**src/rtl/uart_rx_sync.sv**
```systemverilog
// 8N1 serial receiver: two-flop RX synchroniser, mid-bit sampling, sticky ready/error flags.
// Define UART_RX_PARITY_EN to add an even-parity bit between the data bits and the stop bit.
module uart_rx_sync #(
  parameter int BAUD_DIV  = 2604,
  parameter int DATA_BITS = 8
) (
  input  logic                 clk,
  input  logic                 rst,
  input  logic                 RX,
  input  logic                 clr_rdy,
  output logic [DATA_BITS-1:0] rx_data,
  output logic                 rdy,
  output logic                 framing_err,
  output logic                 overrun,
  output logic                 parity_err
);

  localparam int BW = $clog2(BAUD_DIV + 1);
  localparam int CW = $clog2(DATA_BITS + 1);
  localparam logic [BW-1:0] HALF_BIT = BW'(BAUD_DIV / 2);
  localparam logic [BW-1:0] FULL_BIT = BW'(BAUD_DIV);
  localparam logic [CW-1:0] LAST_BIT = CW'(DATA_BITS - 1);

`ifdef UART_RX_PARITY_EN
  typedef enum logic [2:0] {IDLE, START, DATA, PARITY, STOP, WAIT_HI} state_t;
`else
  typedef enum logic [2:0] {IDLE, START, DATA, STOP, WAIT_HI} state_t;
`endif

  state_t state, next_state;

  logic                 rx_meta, rx_s, rx_s_prev;
  logic [BW-1:0]        baud_cnt;
  logic [CW-1:0]        bit_cnt;
  logic [DATA_BITS-1:0] shift;
  logic                 start_det, baud_done;
  logic                 load_half, counting, shift_en, good_stop, bad_stop, commit;

  assign start_det = rx_s_prev & ~rx_s;
  // The expiry edge is the one that takes the down-counter to zero; it samples and reloads.
  assign baud_done = (baud_cnt <= BW'(1));

  always_ff @(posedge clk) begin
    if (rst) state <= IDLE;
    else     state <= next_state;
  end

  always_comb begin
    next_state = state;
    case (state)
      IDLE:    if (start_det) next_state = START;
      START:   if (baud_done) next_state = rx_s ? IDLE : DATA;
`ifdef UART_RX_PARITY_EN
      DATA:    if (baud_done && bit_cnt == LAST_BIT) next_state = PARITY;
      PARITY:  if (baud_done) next_state = STOP;
`else
      DATA:    if (baud_done && bit_cnt == LAST_BIT) next_state = STOP;
`endif
      STOP:    if (baud_done) next_state = rx_s ? IDLE : WAIT_HI;
      WAIT_HI: if (rx_s) next_state = IDLE;
      default: next_state = IDLE;
    endcase
  end

  always_comb begin
    load_half = (state == IDLE) && start_det;
    counting  = (state == START) || (state == DATA) || (state == STOP);
`ifdef UART_RX_PARITY_EN
    counting  = counting || (state == PARITY);
`endif
    shift_en  = (state == DATA) && baud_done;
    good_stop = (state == STOP) && baud_done && rx_s;
    bad_stop  = (state == STOP) && baud_done && !rx_s;
  end

`ifdef UART_RX_PARITY_EN
  logic par_sample, par_bad;
  assign par_sample = (state == PARITY) && baud_done;
  assign commit     = good_stop && !par_bad;

  always_ff @(posedge clk) begin
    if (rst) begin
      par_bad    <= 1'b0;
      parity_err <= 1'b0;
    end else begin
      if (load_half)       par_bad <= 1'b0;
      else if (par_sample) par_bad <= ^{shift, rx_s};
      if (par_sample && (^{shift, rx_s})) parity_err <= 1'b1;
      else if (clr_rdy)                   parity_err <= 1'b0;
    end
  end
`else
  assign commit     = good_stop;
  assign parity_err = 1'b0;
`endif

  always_ff @(posedge clk) begin
    if (rst) begin
      rx_meta     <= 1'b1;
      rx_s        <= 1'b1;
      rx_s_prev   <= 1'b1;
      baud_cnt    <= '0;
      bit_cnt     <= '0;
      shift       <= '0;
      rx_data     <= '0;
      rdy         <= 1'b0;
      framing_err <= 1'b0;
      overrun     <= 1'b0;
    end else begin
      rx_meta   <= RX;
      rx_s      <= rx_meta;
      rx_s_prev <= rx_s;

      if (load_half)                 baud_cnt <= HALF_BIT;
      else if (counting && baud_done) baud_cnt <= FULL_BIT;
      else if (counting)             baud_cnt <= baud_cnt - BW'(1);

      if (state == START)  bit_cnt <= '0;
      else if (shift_en)   bit_cnt <= bit_cnt + CW'(1);

      // LSB arrives first, so each new bit enters at the top and ripples down.
      if (shift_en) shift <= {rx_s, shift[DATA_BITS-1:1]};

      if (commit) rx_data <= shift;

      if (commit)       rdy <= 1'b1;
      else if (clr_rdy) rdy <= 1'b0;

      if (commit && rdy && !clr_rdy) overrun <= 1'b1;
      else if (clr_rdy)              overrun <= 1'b0;

      if (bad_stop)     framing_err <= 1'b1;
      else if (clr_rdy) framing_err <= 1'b0;
    end
  end

endmodule

```
**config.mk**
```make
export PLATFORM = sky130hd
export DESIGN_NAME = uart_rx_sync
export DESIGN_NICKNAME = d
export VERILOG_FILES = /design/src/rtl/uart_rx_sync.sv
export SDC_FILE = /design/constraint.sdc
export NUM_CORES = 1
export LEC_CHECK = 0
export ABC_AREA = 0
export CAP_MARGIN = 0
export CORE_MARGIN = 3
export CORE_UTILIZATION = 61
export DETAILED_ROUTE_END_ITERATION = 16
export GPL_TIMING_DRIVEN = 0
export PLACE_DENSITY = 0.85
export SYNTH_ARGS = -nofsm -noshare
export SYNTH_HDL_FRONTEND = slang
export SYNTH_SLANG_ARGS = --single-unit
export TNS_END_PERCENT = 5
```
**constraint.sdc**
```tcl
create_clock -name clk -period 5.55 [get_ports clk]
set_input_delay 1.11 -clock clk [delete_from_list [all_inputs] [get_ports clk]]
set_output_delay 1.11 -clock clk [all_outputs]
set_load 0.005 [all_outputs]
```
# --- Word-level counts from Yosys, hierarchy flattened ---
# Cells that the tools add are included.
word_totals:
  register_bits: 41
  latchBits: 0
  mem_bits_rw: 0
  rom_bits: 0
  inputBits: 4
  out_inout_bits: 12
  wordCells: 66
  n_memories: 0
classes:
  add_sub_neg: 2
  n_mul: 0
  div_mod_pow: 0
  magnitude_cmp: 1
  n_eq_ne: 10
  n_shift: 0
  muxes: 15
  n_bitwise: 2
  n_reduce_logical: 23
op_table:
  columns: ["op", "count"]
  rows:
  - ["two-way mux 12 bit", 2]
  - ["two-way mux 3 bit", 6]
  - ["case mux 3 bit (5 select lines)", 1]
  - ["less-or-equal comparator 12 x 1 -> 1 bit (second input constant)", 1]
  - ["subtractor 12 x 1 -> 12 bit (second input constant)", 1]
  - ["two-way mux 11 bit", 1]
  - ["!= test 2 bit (second input constant)", 5]
  - ["logical AND 1 bit", 9]
  - ["nonzero test 2 bit", 4]
  - ["== test 3 x 2 -> 1 bit (second input constant)", 2]
  - ["AND reduction 5 bit", 1]
  - ["adder 4 x 1 -> 4 bit (second input constant)", 1]
  - ["== test 4 x 3 -> 1 bit (second input constant)", 1]
  - ["two-way mux 1 bit", 4]
  - ["OR reduction 2 bit", 2]
  - ["== test 3 x 1 -> 1 bit (second input constant)", 1]
  - ["== test 3 bit (second input constant)", 1]
  - ["zero test 3 bit", 1]
  - ["nonzero test 3 bit", 1]
  - ["OR reduction 3 bit", 1]
  - ["zero test 1 bit", 2]
  - ["logical OR 1 bit", 2]
  - ["two-way mux 2 bit", 1]
  - ["AND 1 bit", 1]
  - ["NOT 1 bit", 1]

# --- Logic depth before layout (Yosys ltp) ---
depth:
  depth_word: 6
  depth_mapped: 8

# --- Worst setup path before layout ---
# Ideal clock, no wire load.
synth_timing:
  path_type: "input port to flip-flop"
  start: "input port rst"
  end: "register rdy"
  arrival_time_ns: 1.900
  t_required_ns: 5.418
  setup_slack_ns: 3.518
  path_stages: 4
  n_path_buf: 3
  path_cell_list: "clkbuf_1 > clkbuf_1 > clkbuf_1 > a21oi_1"
synth_rtl:
  columns: ["element", "line", "text"]
  rows:
  - ["start, declared", "8", "input logic rst,"]
  - ["end signal, assigned", "106", "rdy <= 1'b0;"]
  - ["end signal, assigned", "126", "if (commit) rdy <= 1'b1;"]
  - ["end signal, assigned", "127", "else if (clr_rdy) rdy <= 1'b0;"]
  - ["end, declared", "12", "output logic rdy,"]
# No word-level cell between the ends.

# --- Final worst setup path ---
layout_timing:
  start: "register rx_data[7]"
  end: "output port rx_data[7]"
layout_rtl:
  columns: ["element", "line", "text"]
  rows:
  - ["start, declared", "11", "output logic [DATA_BITS-1:0] rx_data,"]
  - ["start signal, assigned", "124", "if (commit) rx_data <= shift;"]
# No word-level cell between the ends.

==> out/metrics.cfg <==
[placement]
pre_cts_ws_ns = 3.14
port_buffers = 13
post-dp-hpwl_um = 3120
place_congestion = 0.883

[critical_path]
crit_family = buffers and inverters
worst_setup_path_start_kind = register
reg2reg_to = baud_cnt[10]
critPathMaxStageDelay_ns = 0.50
path_cells = clkdlybuf4s50_1
worst-endpoint-required_ns = 4.44
r2r_slack_ns = 3.38
critPathSlowestCell = clkdlybuf4s50_1
crit_type = reg -> out
rr_worst_depth = 7
reg2reg_from = baud_cnt[0]
cp_max_fo = 2
critPathBufInv = 1
cp-end-kind = output port
arrival_ns = 1.21

[power]
clkPwrFrac = 0.329
p_leak_uw = 0.000724
vdd_drop_max_uv = 181
pwr-share-seq = 0.507
p_int_uw = 445
p_comb_frac = 0.164
switchingPower_uw = 166
power.share.switching = 0.271
power_per_cell_area_nw_per_um2 = 277

[cts]
cts_resized = 0
hold_buffers = 0
clock_path_buffers = 2
cts_max_level = 2
clock-sinks = 41
post_cts_buffers = 0
ctsRootBufferMaster = clkbuf_4
cts_buffers = 5
clk_pin_slew_ns = 0.12
cts_tree = done
insertion_delay_ns = 0.35

[final_layout]
fillers = 205
area_growth_pct = 13.8
final_nets = 251
mostFrequentLayoutCells = dfxtp_1 (41), a21oi_1 (19), o21ai_0 (18), nand2b_1 (17), nand3_1 (16)
layout-drive-gt1-share = 0.0857
final_common_cell = dfxtp_1
diodes = 0

[grt]
grt_pass1_vias = 1614
grt_pass1_wl_um = 7400
overflow = 0
grt_max_degree = 13
antenna_found_initial = 0
grt_util_all_layers = 0.236

[drt]
ant_nets = 0
drcViolationCount = 0
vias = 1731
wl_um = 4260
drt_iter0_markers = 116
viasPerCell = 6.03
wl_per_cell_um = 14.8
first_pass_iters = 6

[floorplan]
num_rows = 19
die_area_um2 = 3890
io_pins = 16
initial_core_util = 0.673
fp.dieH_um = 62.3
die_x_um = 62.3
core_region_area_um2 = 2880

[synthesis]
syn-cell-area_um2 = 1940
synth_nets = 231
synth_seq_cells = 41
yosysSeqAreaShare = 0.424
ys_warn_count = 0
synth_cell_types = 44
synthCells = 224
synth.avg_cell_area_um2 = 8.64

[timing]
min_period_ns = 2.32
skew_ns = 0.00940
final-max-slew-violation-count = 0
worst_pin_slew_ns = 0.578
finalHoldViolCount = 0
slew_headroom = 0.614
fmax_ghz = 0.430
setup_violations = 0
tns_ns = 0
setup_ws_ns = 3.23
period_share = 0.419
rsz0062_at_grt = false

[worst_hold_path]
min_path_cells = 1
worstHoldPathType = reg -> reg
hold_start = rx_meta
hold_end = rx_s

[outcome]
status = complete, no violations

[job]
cap_viol_max_count = 0

-- sequential cells by signal, indices dropped and copies added (netlist names) --
name         cells
baud_cnt        12
rx_data          8
shift            8
bit_cnt          4
state            3
framing_err      1
overrun          1
rdy              1
rx_meta          1
rx_s             1
rx_s_prev        1
-- Yosys cell counts, drive strengths merged --
cell    number  area, µm²
dfxtp       41        821
a21oi       19       95.1
o21ai       18       90.1
nand2b      17        106
nand3       16       80.1
clkbuf      12       45.0
nand2       12       45.0
nor2         9       33.8
mux2i        8       80.1
inv          7       26.3
nor3         7       46.3
or2          6       40.0
nand4        5       37.5
or4          5       37.5
a31oi        4       25.0
o31ai        4       30.0
and3         3       18.8
buf          3       26.3
ha           3       37.5
o311a        3       30.0
and4         2       20.0
nor3b        2       15.0
o221ai       2       17.5
or3          2       12.5
a211oi       1       7.51
a21boi       1       7.51
and2         1       6.26
conb         1       3.75
nand3b       1       7.51
nor2b        1       6.26
nor4         1       21.3
o211ai       1       7.51
o21a         1       7.51
o21ba        1       10.0
o21bai       1       7.51
o32ai        1       8.76
or3b         1       8.76
xor2         1       8.76
-- worst max path at each step --
| stage | startpoint | end | slack (ns) | cells past startpoint |
|---|---|---|---|---|
| final | rx_data[7] | rx_data[7] | 3.23 | 1 |
| after global routing | overrun | overrun | 3.15 | 1 |
| after CTS | rdy | rdy | 3.22 | 1 |
| after detailed placement | rst | shift[0] | 3.14 | 4 |
| after global placement | rst | rdy | 3.15 | 4 |
| after floorplan | rst | rdy | 3.52 | 4 |
-- per-stage QoR --
stage	area (µm²)	utilization	instances	total power, µW	hold WS, ns
3_3_place_gp	2120	0.736	279	409	0.394
2_1_floorplan	1940	-	224	388	0.389
3_5_place_dp	2120	0.736	279	414	0.404
4_1_cts	2200	0.766	287	614	0.435
5_1_grt	2200	0.766	287	644	0.470
6_report	2200	0.766	287	611	0.429
-- logic make-up (layout without fill, tap and decap cells) --
kind of cell               count (synthesis)  in the layout  synth area share
and+or+nand+nor                           91             91             0.281
xor gates and xnor gates                   1              1           0.00453
AOI/OAI and AO/OA                         57             57             0.178
adders and majority gates                  3              3            0.0194
other                                      1              1           0.00194
muxes                                      8              8            0.0414
buffers and inverters                     22             43            0.0504
DFF                                       41             41             0.424
-- cell type report --
type | count | area [µm²] | share of cell area
clock inverters | 1 | 30.0 | 0.0136
inverters | 7 | 26.3 | 0.0119
multi-input cells | 161 | 1020 | 0.462
repair buffers | 13 | 130 | 0.0591
clock buffers | 7 | 55.1 | 0.0250
well taps | 42 | 52.6 | 0.0239
plain buffers | 15 | 71.3 | 0.0324
flip-flops and latches | 41 | 821 | 0.373
-- per-layer routing --
layer  part of all wire  global-route usage  vias to the layer above  routed length [µm]
li1                   -                   -                      846                   -
met3              0.068              0.0613                       11                 289
met2               0.52               0.425                       81                2220
met5                  0                   0                        -                   0
met4              0.020               0.105                        0                  87
met1               0.39               0.259                      793                1660
-- power by group through the flow --
stage          registers, µW  clock network (µW)  logic (µW)
3_5_place_dp             316                   0        98.1
3_3_place_gp             315                   0        93.8
6_report                 310                 201         100
4_1_cts                  309                 205        99.0
5_1_grt                  311                 223         110
2_1_floorplan            314                   0        73.7
Power figures use the tool's default switching activity.
